File: src/rtl/prog_clock_divider.sv
// prog_clock_divider: per-channel programmable divider emitting tick strobes and 50% clk_out, with staged divisor loads
module prog_clock_divider #(
    parameter int CHANNELS = 4,
    parameter int WIDTH = 16,
    parameter int DEFAULT_DIV = 2,
    localparam int CW = (CHANNELS > 1) ? $clog2(CHANNELS) : 1
) (
    input  logic                clk,
    input  logic                rst_n,
    input  logic                en,
    input  logic                ld_valid,
    input  logic [CW-1:0]       ld_ch,
    input  logic [WIDTH-1:0]    ld_div,
    output logic                ld_ready,
    output logic [CHANNELS-1:0] tick,
    output logic [CHANNELS-1:0] clk_out
);
    logic [CHANNELS-1:0] pend_flag;
    always_comb begin
        ld_ready = 1'b0;
        for (int i = 0; i < CHANNELS; i++)
            if (ld_ch == CW'(i)) ld_ready = ~pend_flag[i];
    end
    for (genvar c = 0; c < CHANNELS; c++) begin : g_ch
        logic [WIDTH-1:0] act_div, pend_div, count;
        logic tk, co, pf, ld_hit, term;
        assign ld_hit = ld_valid & ld_ready & (ld_ch == CW'(c));
        assign term = count == act_div - WIDTH'(1);
        assign tick[c] = tk;
        assign clk_out[c] = co;
        assign pend_flag[c] = pf;
        always_ff @(posedge clk or negedge rst_n) begin
            if (!rst_n) begin
                act_div <= WIDTH'(DEFAULT_DIV);
                pend_div <= '0;
                count <= '0;
                pf <= 1'b0;
                tk <= 1'b0;
                co <= 1'b0;
            end else begin
                // a disabled channel picks up a staged divisor regardless of en
                if (act_div == '0) begin
                    count <= '0;
                    tk <= 1'b0;
                    co <= 1'b0;
                    if (pf) begin
                        act_div <= pend_div;
                        pf <= 1'b0;
                    end
                end else if (en) begin
                    if (term) begin
                        count <= '0;
                        tk <= 1'b1;
                        co <= ~co;
                        if (pf) begin
                            act_div <= pend_div;
                            pf <= 1'b0;
                        end
                    end else begin
                        count <= count + WIDTH'(1);
                        tk <= 1'b0;
                    end
                end else begin
                    tk <= 1'b0;
                end
                // only accepted while nothing is pending, so never races the apply above
                if (ld_hit) begin
                    pend_div <= ld_div;
                    pf <= 1'b1;
                end
            end
        end
    end
endmodule

File: config.mk
export PLATFORM = sky130hd
export DESIGN_NAME = prog_clock_divider
export DESIGN_NICKNAME = d
export VERILOG_FILES = /design/src/rtl/prog_clock_divider.sv
export SDC_FILE = /design/constraint.sdc
export NUM_CORES = 1
export LEC_CHECK = 0
export CAP_MARGIN = 20
export CORE_ASPECT_RATIO = 0.9
export CORE_MARGIN = 1
export CORE_UTILIZATION = 31
export CTS_BUF_LIST = sky130_fd_sc_hd__clkbuf_8
export DETAILED_ROUTE_END_ITERATION = 8
export SLEW_MARGIN = 40
export SYNTH_ARGS = -nofsm -noshare
export SYNTH_HDL_FRONTEND = slang
export SYNTH_SLANG_ARGS = --single-unit
File: constraint.sdc
create_clock -name clk -period 3.27 [get_ports clk]
set_input_delay 0.654 -clock clk [delete_from_list [all_inputs] [get_ports clk]]
set_output_delay 0.654 -clock clk [all_outputs]
set_load 0.02 [all_outputs]
==> metrics.md, run 1 <==
| Metric | Value |
|---|---|
| Vias | slightly below 9000 |
| Seq cells post-synth | 204 |
| Nets | around 1200 |
| Sinks on the clock net | between 200 and 250 |
| DRC errors left | 0 |
| Critical Path AT | 3.61 ns |
| Drt first pass iters | 4 |
| Net Sw Power | 3.97 mW |
| Max-slew violations | 0 |
| Setup crit start kind | register |
| CP endpoint kind | register |
| Post-Route WL | 28.4 mm |
| Setup-failing EPs final | 0 |
| DP Wirelength | 20.5 mm |
| Worst r2r src | g_ch[2].act_div[1] |
| Seq pwr share | 39.4% |
| Slew @ Worst Pin | 0.674 ns |
| DIE HEIGHT | 183 um |
| Crit path kind | register to register |
| Wire length per cell | approximately 17 um |
| Synth Cell Area | 11300 sq um |
| Clock root buffer | clkbuf_8 |
| P_leak | 5.69 nW |
| Global-route wire length before repair | ~47 mm |
| Reg2reg end | g_ch[2].act_div[7] |
| Syn nets | ~1100 |
| Grt met2 use | about a quarter |
| I/O Buffers | 30 |
| Latest clock arrival within the worst-skew pair | 0.54 ns |
| Synth warnings | 0 |
| Final ANT Viol Nets | 0 |
| Fin crit share | 97.1% |
| Die X | 203 um |
| Int Pwr | between 6 and 7 mW |
| Rows | 65 |
| Post-synth EDFFs | 0 |
| Reg2Reg Depth | 10 |
| Worst-path clk slew | around 0.060 ns |
| Share of post-route cells with drive strength above 1 | about 23% |
| Grt total ovfl | 0 |
| IO Count | 31 |
| Async SR Flop Fraction | 100% |
| Clock network fraction of total power | between 20% and 30% |
| Max_cap viols | 0 |
| Met1 Resource Use GR | between 20 and 25% |
| Antenna cells | 0 |
| CTS tree | done |
| Hold Path Class | input port to async pin |
| Vias per std cell | ~5.2 |
| Average size of a mapped cell | 10.1 sq um |
| Initial antenna violation count | 0 |
| Cts bufs inserted | 36 |
| Net Sw Frac | roughly 37% |
| Initial DRC Count | 535 |
| F_max | roughly 0.32 GHz |
| Post-synthesis cell count | roughly 1100 |
| Core Region | 35500 sq um |
| Maximum vdd drop | just under 400 uV |
| Initial Util | 31.9% |
| Critical-path maximum fanout | 9 |
| CTS Hold Bufs | 0 |
| Dpl cell area | 12500 sq um |
| Fin. Hold Viols | 0 |
| H-tree levels | 2 |
| Fill count | 3636 |
| Largest net degree at the start of global routing | 80 |
| Logic pwr share | about 37% |
| Worst slew margin | 55.1% |
| Design area | 13300 sq um |
| Ys flop type | dfrtp_1 |
| Slack of the worst reg-to-reg path | 0.1 ns |
| GRT Max-Usage Layer | met2 |
| Die footprint | between 30000 and 40000 sq um |
| Bufs on Longest Clock Path | 3 |
| Status | finished clean |
| Distinct cells, synth | 76 |
| GRT Overall Usage | 15.6% |
| Fin util | 37.6% |
| CP Data Required Time | 3.71 ns |
| PD cells | 806 nW/um^2 |
| Vias in the first global route | 8527 |
| Clock Skew | 0.0186 ns |
| Placer congestion estimate | 0.953 |
| Area grow syn2layout | 18.0% |
| Period minus WS final | about 3.2 ns |
| M3 GR Usage | 2.49% |
| Seq/Total Area, Yosys | 45.2% |
worst max-delay path, cell delays in order, from the launching register on:
cell,delay [ns]
dfstp_2,0.59
inv_1,0.10
ha_2,0.21
o21bai_1,0.17
nor3b_1,0.15
o31ai_1,0.32
o22ai_1,0.14
or4_4,0.57
or2_4,0.25
a211o_1,0.36
a22o_1,0.21
per-layer routing:
layer	share of wire, %	wire length (um)	vias up
met5	0	0	-
met4	1.8	517	0
met3	4.1	1160	47
met2	44	12500	181
met1	50	14200	4337
li1	-	-	4160
cells by family (layout without fill, tap and decap cells):
group | count (synthesis) | in the layout | share of synthesized area (%)
adders and majority gates | 8 | 8 | 0.885
and+or+nand+nor | 424 | 424 | 20.4
AOI/OAI and AO/OA | 143 | 143 | 8.79
xor gates and xnor gates | 127 | 127 | 9.83
buffers and inverters | 96 | 192 | 3.65
muxes | 113 | 113 | 11.3
DFF | 204 | 204 | 45.2
cells in the final DEF (no fill, tap or decap), types with 4 or more instances in the layout:
master and n:
o2111ai_1 4, nor3_2 4, nor2b_1 15, a22o_1 5
o21ai_0 38, clkdlybuf4s50_1 29, dfrtp_1 200, and3_1 25
nand2b_1 6, nor2_1 91, or4_1 4, or3_1 11
o211ai_1 7, ha_1 7, nand2_1 65, and4_1 7
nor4b_1 4, dfstp_2 4, nand3_1 37, inv_1 38
nor3b_1 11, nand4_1 26, nor4_1 33, clkbuf_8 46
buf_12 4, mux2_2 109, buf_4 67, a32o_1 5
nor3_1 37, a21oi_1 24, xnor2_1 68, nand3b_1 9
xor2_1 58, and3b_1 4, a31oi_1 12, o31ai_1 4
or2_2 8
Yosys cell counts, types with 15 or more instances:
master / instances / area (sq um)
dfrtp_1: 200 / 5000
mux2_2: 109 / 1230
nor2_1: 91 / 342
xnor2_1: 69 / 604
nand2_1: 65 / 244
xor2_1: 58 / 508
clkbuf_1: 50 / 188
nor3_1: 40 / 200
o21ai_0: 38 / 190
nand3_1: 37 / 185
nor4_1: 36 / 225
inv_1: 26 / 97.6
nand4_1: 26 / 163
and3_1: 25 / 156
a21oi_1: 24 / 120
nor2b_1: 15 / 93.8
worst max-delay path by stage:
stage	startpoint	endpoint	slack [ns]	depth (start not counted)
3_5_place_dp	g_ch[2].act_div[1]	g_ch[2].act_div[13]	0.03	10
4_1_cts	g_ch[2].act_div[1]	g_ch[2].act_div[13]	0.05	10
3_3_place_gp	g_ch[0].act_div[9]	g_ch[0].act_div[13]	0.09	9
2_1_floorplan	g_ch[2].act_div[1]	g_ch[2].act_div[6]	0.004	13
6_report	g_ch[2].act_div[1]	g_ch[2].act_div[7]	0.1	10
5_1_grt	g_ch[3].act_div[0]	g_ch[3].act_div[14]	-0.01	8
per-stage QoR:
stage	cells	hold WS [ns]	TNS, ns	total power, mW	worst slack [ns]
2_1_floorplan	1115	0.358	0	6.87	0.00431
6_report	1680	0.117	0	10.8	0.0961
5_1_grt	1680	0.167	-0.0181	11.5	-0.0135
3_5_place_dp	1613	0.488	0	8.16	0.0336
4_1_cts	1677	0.133	0	10.7	0.0494
3_3_place_gp	1612	0.477	0	8.08	0.0890
repair_timing:
action | 4_1_cts | 5_1_grt
resized for setup | 0 | 12
setup endpoints to repair | 0 | 80
setup buffers | 0 | 3
flip-flops by register name, summed over array words and instances, names as in the netlist:
signal,flops
g_ch.act_div,64
g_ch.co,4
g_ch.count,64
g_ch.pend_div,64
g_ch.pf,4
g_ch.tk,4
final cells by class:
cell class	instances	area (sq um)	share of cell area [%]
clock buffers	45	619	4.64
clock inverters	19	145	1.09
inverters	27	101	0.759
multi-input cells	815	5900	44.2
flip-flops and latches	204	5110	38.3
well taps	469	587	4.40
repair buffers	101	887	6.65
power groups by stage:
| stage | Sequential [mW] | Combinational [mW] | Clock (mW) |
|---|---|---|---|
| floorplan | 3.90 | 2.98 | 0 |
| global placement | 4.24 | 3.84 | 0 |
| detailed placement | 4.27 | 3.88 | 0 |
| CTS | 4.23 | 3.91 | 2.59 |
| global route | 4.37 | 4.43 | 2.69 |
| finish | 4.24 | 4.01 | 2.50 |
(Power assumes the default switching activity.)
==> inputs of run 2 (changes only) <==
- CTS_CLUSTER_SIZE: not set -> 28
- SKIP_CTS_REPAIR_TIMING: not set -> 1
==> results of run 2 <==
No change in the layout: final DEF, timing and power equal those of run 1.
